## src/rtl/key_filter.sv

```systemverilog
// Debounce, synchronise and edge-detect active-low push-buttons into level/press/release pulses.
// Optional auto-repeat pulses while held are compiled in when KEY_FILTER_REPEAT_EN is defined.
module key_filter #(
  parameter int N_KEYS           = 2,
  parameter int DEBOUNCE_CYC     = 1_000_000,
  parameter int REPEAT_DELAY_CYC = 30_000_000,
  parameter int REPEAT_RATE_CYC  = 7_500_000
) (
  input  logic              clk,
  input  logic              rst_n,
  input  logic [N_KEYS-1:0] key_n,
  output logic [N_KEYS-1:0] key_level,
  output logic [N_KEYS-1:0] key_press,
  output logic [N_KEYS-1:0] key_release,
  output logic [N_KEYS-1:0] key_repeat,
  output logic              any_press
);

  // state        | meaning
  // IDLE         | released and stable
  // PRESS_WAIT   | low seen, counting stable-low cycles
  // HELD         | press accepted, repeat timer running
  // RELEASE_WAIT | high seen, counting stable-high cycles, repeat timer frozen
  typedef enum logic [1:0] {IDLE, PRESS_WAIT, HELD, RELEASE_WAIT} state_t;

  localparam int CW = $clog2(DEBOUNCE_CYC);
  localparam logic [CW-1:0] CNT_LAST = CW'(DEBOUNCE_CYC - 1);

  if (DEBOUNCE_CYC < 2 || REPEAT_RATE_CYC < 1 || REPEAT_DELAY_CYC < 1) begin : g_bad_param
    $error("key_filter: DEBOUNCE_CYC must be >= 2 and repeat intervals >= 1");
  end

  state_t            state [N_KEYS];
  logic [CW-1:0]     cnt   [N_KEYS];
  logic [N_KEYS-1:0] sync1, sync2;
  logic [N_KEYS-1:0] level_q, press_q, release_q;

`ifdef KEY_FILTER_REPEAT_EN
  localparam int REP_MAX = (REPEAT_DELAY_CYC > REPEAT_RATE_CYC) ? REPEAT_DELAY_CYC : REPEAT_RATE_CYC;
  localparam int RPW = (REP_MAX > 1) ? $clog2(REP_MAX) : 1;
  localparam logic [RPW-1:0] REP_FIRST_LAST = RPW'(REPEAT_DELAY_CYC - 1);
  localparam logic [RPW-1:0] REP_NEXT_LAST  = RPW'(REPEAT_RATE_CYC - 1);

  logic [RPW-1:0]    rep_cnt [N_KEYS];
  logic [N_KEYS-1:0] rep_first;
  logic [N_KEYS-1:0] repeat_q;
`endif

  always_ff @(posedge clk or negedge rst_n) begin
    if (!rst_n) begin
      sync1 <= '1;
      sync2 <= '1;
    end else begin
      sync1 <= key_n;
      sync2 <= sync1;
    end
  end

  always_ff @(posedge clk or negedge rst_n) begin
    if (!rst_n) begin
      level_q   <= '0;
      press_q   <= '0;
      release_q <= '0;
      for (int k = 0; k < N_KEYS; k++) begin
        state[k] <= IDLE;
        cnt[k]   <= '0;
      end
`ifdef KEY_FILTER_REPEAT_EN
      repeat_q  <= '0;
      rep_first <= '0;
      for (int k = 0; k < N_KEYS; k++) rep_cnt[k] <= '0;
`endif
    end else begin
      press_q   <= '0;
      release_q <= '0;
`ifdef KEY_FILTER_REPEAT_EN
      repeat_q  <= '0;
`endif
      for (int k = 0; k < N_KEYS; k++) begin
        case (state[k])
          IDLE: begin
            if (!sync2[k]) begin
              state[k] <= PRESS_WAIT;
              cnt[k]   <= '0;
            end
          end
          PRESS_WAIT: begin
            if (sync2[k]) begin
              state[k] <= IDLE;
            end else if (cnt[k] == CNT_LAST) begin
              state[k]   <= HELD;
              press_q[k] <= 1'b1;
              level_q[k] <= 1'b1;
`ifdef KEY_FILTER_REPEAT_EN
              rep_cnt[k]   <= '0;
              rep_first[k] <= 1'b1;
`endif
            end else begin
              cnt[k] <= cnt[k] + 1'b1;
            end
          end
          HELD: begin
            if (sync2[k]) begin
              state[k] <= RELEASE_WAIT;
              cnt[k]   <= '0;
            end
`ifdef KEY_FILTER_REPEAT_EN
            // Counter restarts after each pulse; the first interval uses the delay.
            else if (rep_cnt[k] == (rep_first[k] ? REP_FIRST_LAST : REP_NEXT_LAST)) begin
              repeat_q[k]  <= 1'b1;
              rep_cnt[k]   <= '0;
              rep_first[k] <= 1'b0;
            end else begin
              rep_cnt[k] <= rep_cnt[k] + 1'b1;
            end
`endif
          end
          RELEASE_WAIT: begin
            if (!sync2[k]) begin
              state[k] <= HELD;
            end else if (cnt[k] == CNT_LAST) begin
              state[k]     <= IDLE;
              release_q[k] <= 1'b1;
              level_q[k]   <= 1'b0;
            end else begin
              cnt[k] <= cnt[k] + 1'b1;
            end
          end
          default: state[k] <= IDLE;
        endcase
      end
    end
  end

  always_ff @(posedge clk or negedge rst_n) begin
    if (!rst_n) begin
      key_level   <= '0;
      key_press   <= '0;
      key_release <= '0;
      any_press   <= 1'b0;
    end else begin
      key_level   <= level_q;
      key_press   <= press_q;
      key_release <= release_q;
      any_press   <= |press_q;
    end
  end

`ifdef KEY_FILTER_REPEAT_EN
  always_ff @(posedge clk or negedge rst_n) begin
    if (!rst_n) key_repeat <= '0;
    else        key_repeat <= repeat_q;
  end
`else
  assign key_repeat = '0;
`endif

endmodule
```

## config.mk

```make
export PLATFORM = sky130hd
export DESIGN_NAME = key_filter
export DESIGN_NICKNAME = d
export VERILOG_FILES = /design/src/rtl/key_filter.sv
export SDC_FILE = /design/constraint.sdc
export NUM_CORES = 1
export LEC_CHECK = 0
export ABC_AREA = 0
export CORE_ASPECT_RATIO = 0.7
export CORE_MARGIN = 2
export CORE_UTILIZATION = 60
export CTS_BUF_LIST = sky130_fd_sc_hd__clkbuf_4 sky130_fd_sc_hd__clkbuf_8
export DETAILED_ROUTE_END_ITERATION = 8
export GPL_TIMING_DRIVEN = 1
export PLACE_DENSITY = 0.81
export SLEW_MARGIN = 20
export SYNTH_ARGS = -nofsm -noshare
export SYNTH_HDL_FRONTEND = slang
export SYNTH_SLANG_ARGS = --single-unit
```

## constraint.sdc

```tcl
create_clock -name clk -period 2.9 [get_ports clk]
set_input_delay 0.29 -clock clk [delete_from_list [all_inputs] [get_ports clk]]
set_output_delay 0.29 -clock clk [all_outputs]
set_load 0.1 [all_outputs]
```

==> flow_summary.toml, run 1 <==
[outcome]
status = "completed"

[floorplanning]
ios = 13
dieWidth_um = 90.99
die_area_um2 = 5904
die_h_um = 64.89
core.rowCount = 22
coreArea_um2 = 5175
start_util_pct = 61.41

[logic_synthesis]
syn_area_um2 = 3178
synth_top_cells_by_count = "dfrtp_1 (57), nand2_1 (32), nor2_1 (22)"
yosys.area.top_type_share_pct = 44.88
avgSynthCellArea_um2 = 9.689
ys_warn_count = 0
ys_types = 50
synthMostInstantiatedCell = "dfrtp_1"
yosysSeqAreaShare_pct = 48.19
synth_top_area_cell = "dfrtp_1"
synthCells = 328
synthTopCellsByArea = "dfrtp_1 (45%), mux2i_1 (5.7%), nand2_1 (3.8%), o2bb2ai_1 (3.6%), dfstp_2 (3.3%)"
synth_edf_count = 0
synth-seq-cells = 61
synth_ff_type = "dfrtp_1"
async_flop_share_pct = 100.0

[timing]
rsz0062_at_grt = "no"
timing_hold_violations_final = 0
min_period_ps = 2384
period_share_pct = 82.20
setup_violations = 0
fmax_ghz = 0.4195
setup_ws_ps = 516.1
drv_slew = 0
tns_ps = 0
worstMarginPinSlew_ps = 724.4
clock_skew_ps = 7.170
maxSlewHeadroom_pct = 51.55

[pwr]
comb_power_share_pct = 8.4
switchingPower_uw = 513.3
p_per_area_nw_per_um2 = 521.9
leakagePower_nw = 1.520
peakVddDrop_mv = 0.2340
p_clk_share_pct = 40.8
p_seq_share_pct = 50.9
p_int_mw = 1.344
switching_share_pct = 27.64

[route]
drt_iter0_drc = 333
vias_per_cell = 6.400
ant_nets = 0
wl_um = 7171
num_vias = 2701
drc = 0
avgRoutedWirePerCell_um = 16.99
first_pass_iters = 5

[final_layout]
n_antenna_cell = 0
nets = 351
finalInstanceArea_um2 = 3558
syn2layout_area_growth_pct = 11.97
drive_gt1_share_pct = 12.29
stdcell_count = 422
fillers = 409

[grt]
grt_pass1_wl_um = 11790
first_global_vias = 2348
antenna_found_initial = 0
grtUsageTotal_pct = 25.88
grt_max_degree = 28
grt_overflow_total = 0

[critical_path]
slowest_delay_ps = 580
required_ps = 3130
critPathKind = "flop to flop"
crit_path_cell_trace = "or4_1 -> or4_4 -> o21ai_4 -> inv_2 -> mux2_4"
end_kind = "flop"
critPathSlowestCell = "or4_1"
worst_ep_arrival_time_ps = 2620
path_max_fanout = 8
cp-start-kind = "flop"

[placement]
port_buffers = 10
gp_congestion = 0.9255
placed_area_um2 = 3349
dpl_worst_slack_ps = 540.3
dp_hpwl_um = 4950
dp.cells = 405

[clock_tree]
cts_root_buf = "clkbuf_8"
clkSinkCount = 61
cts_tree = "done"
path_clk_slew_ps = 70
cts_max_path_buffers = 2
cts.htree.levels = 3
clock_latency_ps = 350
cts_buffers = 9
cts_resized = 0

[flow_run]
maxCapViolCount = 0

[worst_hold_path]
min_path_type = "input pin to flop"
## registers in the layout, indices dropped and copies added (netlist names), named ones only
name and flops:
cnt 40, key_level 2, key_press 2, key_release 2, level_q 2, press_q 2
release_q 2, state 2, sync1 2, sync2 2, any_press 1
## worst max-delay path, delay by kind of cell (launching register included)
kind | cells | cell delay, ps
AOI/OAI and AO/OA | 1 | 280
buffers and inverters | 1 | 100
DFF | 1 | 440
muxes | 1 | 300
and+or+nand+nor | 2 | 1150
## cells in the final DEF (no fill, tap or decap), drive strengths merged, types with 2 or more instances in the layout
master	Yosys	layout
clkinv	1	3
a21o	4	4
nand3b	2	2
clkbuf	12	9
conb	1	2
nor4	11	11
xor2	2	2
a21oi	11	11
o21ai	9	9
xnor2	2	2
nand4	13	13
dfrtp	57	57
dfstp	4	4
or4	6	6
a211o	5	5
and2	3	3
mux2i	18	18
mux2	2	2
and3	6	6
nand3	14	14
a31oi	5	5
o2bb2ai	13	13
buf	3	17
o211ai	3	3
a22o	2	2
a221o	3	3
nor2	22	22
inv	14	15
clkinvlp	0	3
o31ai	3	3
o41ai	2	2
nor3	20	20
nor4b	3	3
clkdlybuf4s50	0	2
nand2	32	32
ha	2	2
and4	3	3
or3	5	5
## metrics by stage
| stage | hold WS, ps | utilization [%] | total power, mW |
|---|---|---|---|
| CTS | 350.2 | 68.76 | 1.865 |
| global route | 340.5 | 68.76 | 1.929 |
| global placement | 324.6 | 64.72 | 1.099 |
| floorplan | -5.591 | - | 1.046 |
| detailed placement | 332.8 | 64.72 | 1.112 |
| finish | 354.5 | 68.76 | 1.857 |
## area by class of cell
type	instances	area (um^2)	share of cell area, %
Sequential cell	61	1531	43.04
Clock inverter	7	75.07	2.110
Tap cell	72	90.09	2.532
Inverter	15	56.30	1.582
Multi-Input combinational cell	238	1526	42.90
Timing Repair Buffer	20	155.1	4.360
Clock buffer	9	123.9	3.481
## path summary, 6_finish.rpt
path	startpoint	endpoint	slack, ps	depth (start not counted)
worst max-delay path	cnt[35]$_DFFE_PN0P_	cnt[20]$_DFFE_PN0P_	520	5
worst min-delay path	key_n[0]	sync1[0]$_DFF_PN1_	350	1
worst max register to register	cnt[35]$_DFFE_PN0P_	cnt[20]$_DFFE_PN0P_	520	5
worst min register to register	release_q[0]$_DFF_PN0_	key_release[0]$_DFF_PN0_	360	0
max in group asynchronous	rst_n	sync2[1]$_DFF_PN1_	1710	3
min in group asynchronous	rst_n	cnt[3]$_DFFE_PN0P_	490	2
## cells by family after synthesis
logic type | share of synthesized area [%]
and+or+nand+nor | 23.94
AOI/OAI and AO/OA | 15.47
DFF | 48.19
buffers and inverters | 3.897
muxes | 6.496
xor gates and xnor gates | 1.103
adders and majority gates | 0.7873
other | 0.1180
## routing by layer
layer / part of all wire, % / up-vias / routed length [um] / global-route usage [%]
li1: - / 1276 / - / -
met3: 8.6 / 11 / 618 / 8.372
met5: 0 / - / 0 / 0
met4: 0.81 / 0 / 58 / 5.871
met2: 42 / 115 / 2983 / 35.74
met1: 49 / 1299 / 3510 / 39.45
## power groups by stage
stage	combinational [mW]	clock, mW	sequential, mW
global placement	0.144	0	0.955
CTS	0.155	0.766	0.943
finish	0.156	0.757	0.944
detailed placement	0.154	0	0.957
global route	0.171	0.807	0.951
floorplan	0.102	0	0.944
## what timing repair did
item	4_1_cts	5_1_grt
hold endpoints to repair	25	0
setup buffers	0	0
hold buffers	1	0
setup endpoints to repair	0	0
No activity file was read; power rests on OpenSTA's default activity.
==> run 2: changes to the inputs <==
Settings changed: CORE_UTILIZATION 60 to 57, PLACE_DENSITY 0.81 to 0.8.
Clock period 2.9 ns to 2.15 ns, I/O delays scaled along.
==> run 2 against run 1 <==
The run now ends with negative setup slack left. Clock skew up 1.7 ps. Setup slack worse by 540 ps. Wire length up 6.0%. Power up 35%. Sequential power up 35%. Clock power up 33%. First-iteration DRC count down 17%. Die area up 5.0%.
==> flow_summary.toml, run 2 (synthesis results as in run 1) <==
[outcome]
status = "finished, violations left"
failed_checks = "negative setup slack"

[floorplanning]
dieWidth_um = 93.25
die_area_um2 = 6198
coreArea_um2 = 5313
die_h_um = 66.48
start_util_pct = 59.82
ios = 13
core.rowCount = 22

[final_layout]
layout_common_cells = "dfrtp_1 (57), buf_4 (39), nand2_1 (32)"
drive_gt1_share_pct = 18.18
n_antenna_cell = 0
fillers = 378
syn2layout_area_growth_pct = 18.19
mostFrequentLayoutCell = "dfrtp_1"
largest_reg_flops = 40
multi_input_area_um2 = 1530
top_register = "cnt"
seq_area_um2 = 1531
nets = 375
stdcell_count = 446

[timing]
maxSlewHeadroom_pct = 60.74
setup_ws_ps = -23.62
worstMarginPinSlew_ps = 583.6
min_period_ps = 2174
whs_ps = 277.1
timing_hold_violations_final = 0
period_share_pct = 101.1
fmax_ghz = 0.4601
rsz0062_at_grt = "yes"
setup_violations = 1
tns_ps = -23.62
drv_slew = 0
clock_skew_ps = 8.867

[clock_tree]
clkSinkCount = 61
cts_tree = "done"
cts_root_buf = "clkbuf_8"
clock_latency_ps = 340
path_clk_slew_ps = 70
cts_max_path_buffers = 2
cts.htree.levels = 3
cts_buffers = 9

[placement]
gp_congestion = 0.8867
dp.cells = 429
port_buffers = 10
dp_hpwl_um = 5133

[critical_path]
worst_ep_arrival_time_ps = 2400
cp-start-kind = "flop"
required_ps = 2380
critPathKind = "flop to flop"
path_max_fanout = 3
end_kind = "flop"

[grt]
grt_max_degree = 62
grt_overflow_total = 0
antenna_found_initial = 0
grtUsageTotal_pct = 26.50
first_global_vias = 2618
grt_pass1_wl_um = 12560

[pwr]
p_per_area_nw_per_um2 = 665.7
peakVddDrop_mv = 0.2801
leakagePower_nw = 1.653

[route]
num_vias = 2808
drc = 0
vias_per_cell = 6.296
drt_iter0_drc = 275
avgRoutedWirePerCell_um = 17.04
first_pass_iters = 5
wl_um = 7598
ant_nets = 0

[flow_run]
maxCapViolCount = 0

[worst_hold_path]
min_path_type = "input pin to flop"
==> run 2: final timing paths <==
path / startpoint / endpoint / slack (ps) / cells past startpoint
hold / removal: key_n[0] / sync1[0]$_DFF_PN1_ / 280 / 1
hold reg to reg: release_q[1]$_DFF_PN0_ / key_release[1]$_DFF_PN0_ / 350 / 0
max in group asynchronous: rst_n / sync2[0]$_DFF_PN1_ / 1430 / 3
setup / recovery: cnt[31]$_DFFE_PN0P_ / cnt[20]$_DFFE_PN0P_ / -20 / 5
min in group asynchronous: rst_n / cnt[2]$_DFFE_PN0P_ / 410 / 3
setup reg to reg: cnt[31]$_DFFE_PN0P_ / cnt[20]$_DFFE_PN0P_ / -20 / 5
==> run 2: layer usage <==
layer	vias up	part of all wire, %	routed length (um)	global-route usage (%)
li1	1319	-	-	-
met1	1358	48	3650	38.27
met2	119	43	3245	38.40
met3	12	8.1	615	7.014
met4	0	1.1	87	9.559
met5	-	0	0	0
==> run 2: power by group <==
group / switching (mW) / leakage [nW] / internal (mW) / total, mW
clock network: 0.450 / 0.0943 / 0.562 / 1.01
registers: 0.0739 / 0.828 / 1.20 / 1.27
logic: 0.133 / 0.731 / 0.0828 / 0.215
total: 0.657 / 1.65 / 1.84 / 2.50
==> run 2: critical path, cell delays in order (launching register included) <==
cell and delay (ps):
dfrtp_1 390, or4b_4 540, or4_4 560, o21ai_4 210, inv_2 70, mux2_4 290
==> run 2: per-stage QoR <==
step           area, um^2  power [mW]  worst slack, ps  util (%)
3_5_place_dp         3542       1.504            15.01     66.67
3_3_place_gp         3542       1.490            36.36     66.67
5_1_grt              3756       2.610           -71.22     70.70
2_1_floorplan        3182       1.411           -12.09         -
4_1_cts              3752       2.515            2.294     70.63
6_report             3756       2.501           -23.62     70.70
==> run 2: area by class of cell <==
class | instances | area share (%)
tap | 72 | 2.398
clock inverter | 6 | 1.666
sequential | 61 | 40.77
clock buffer | 10 | 3.664
timing repair buffer | 44 | 9.261
inverter | 15 | 1.499
multi-input combinational | 238 | 40.74
==> run 2: repair_timing <==
item | 4_1_cts | 5_1_grt
gates resized for setup | 0 | 1
hold buffers | 1 | 0
buffers inserted | 0 | 0
setup endpoints to repair | 0 | 11
endpoints found under the hold margin | 57 | 0
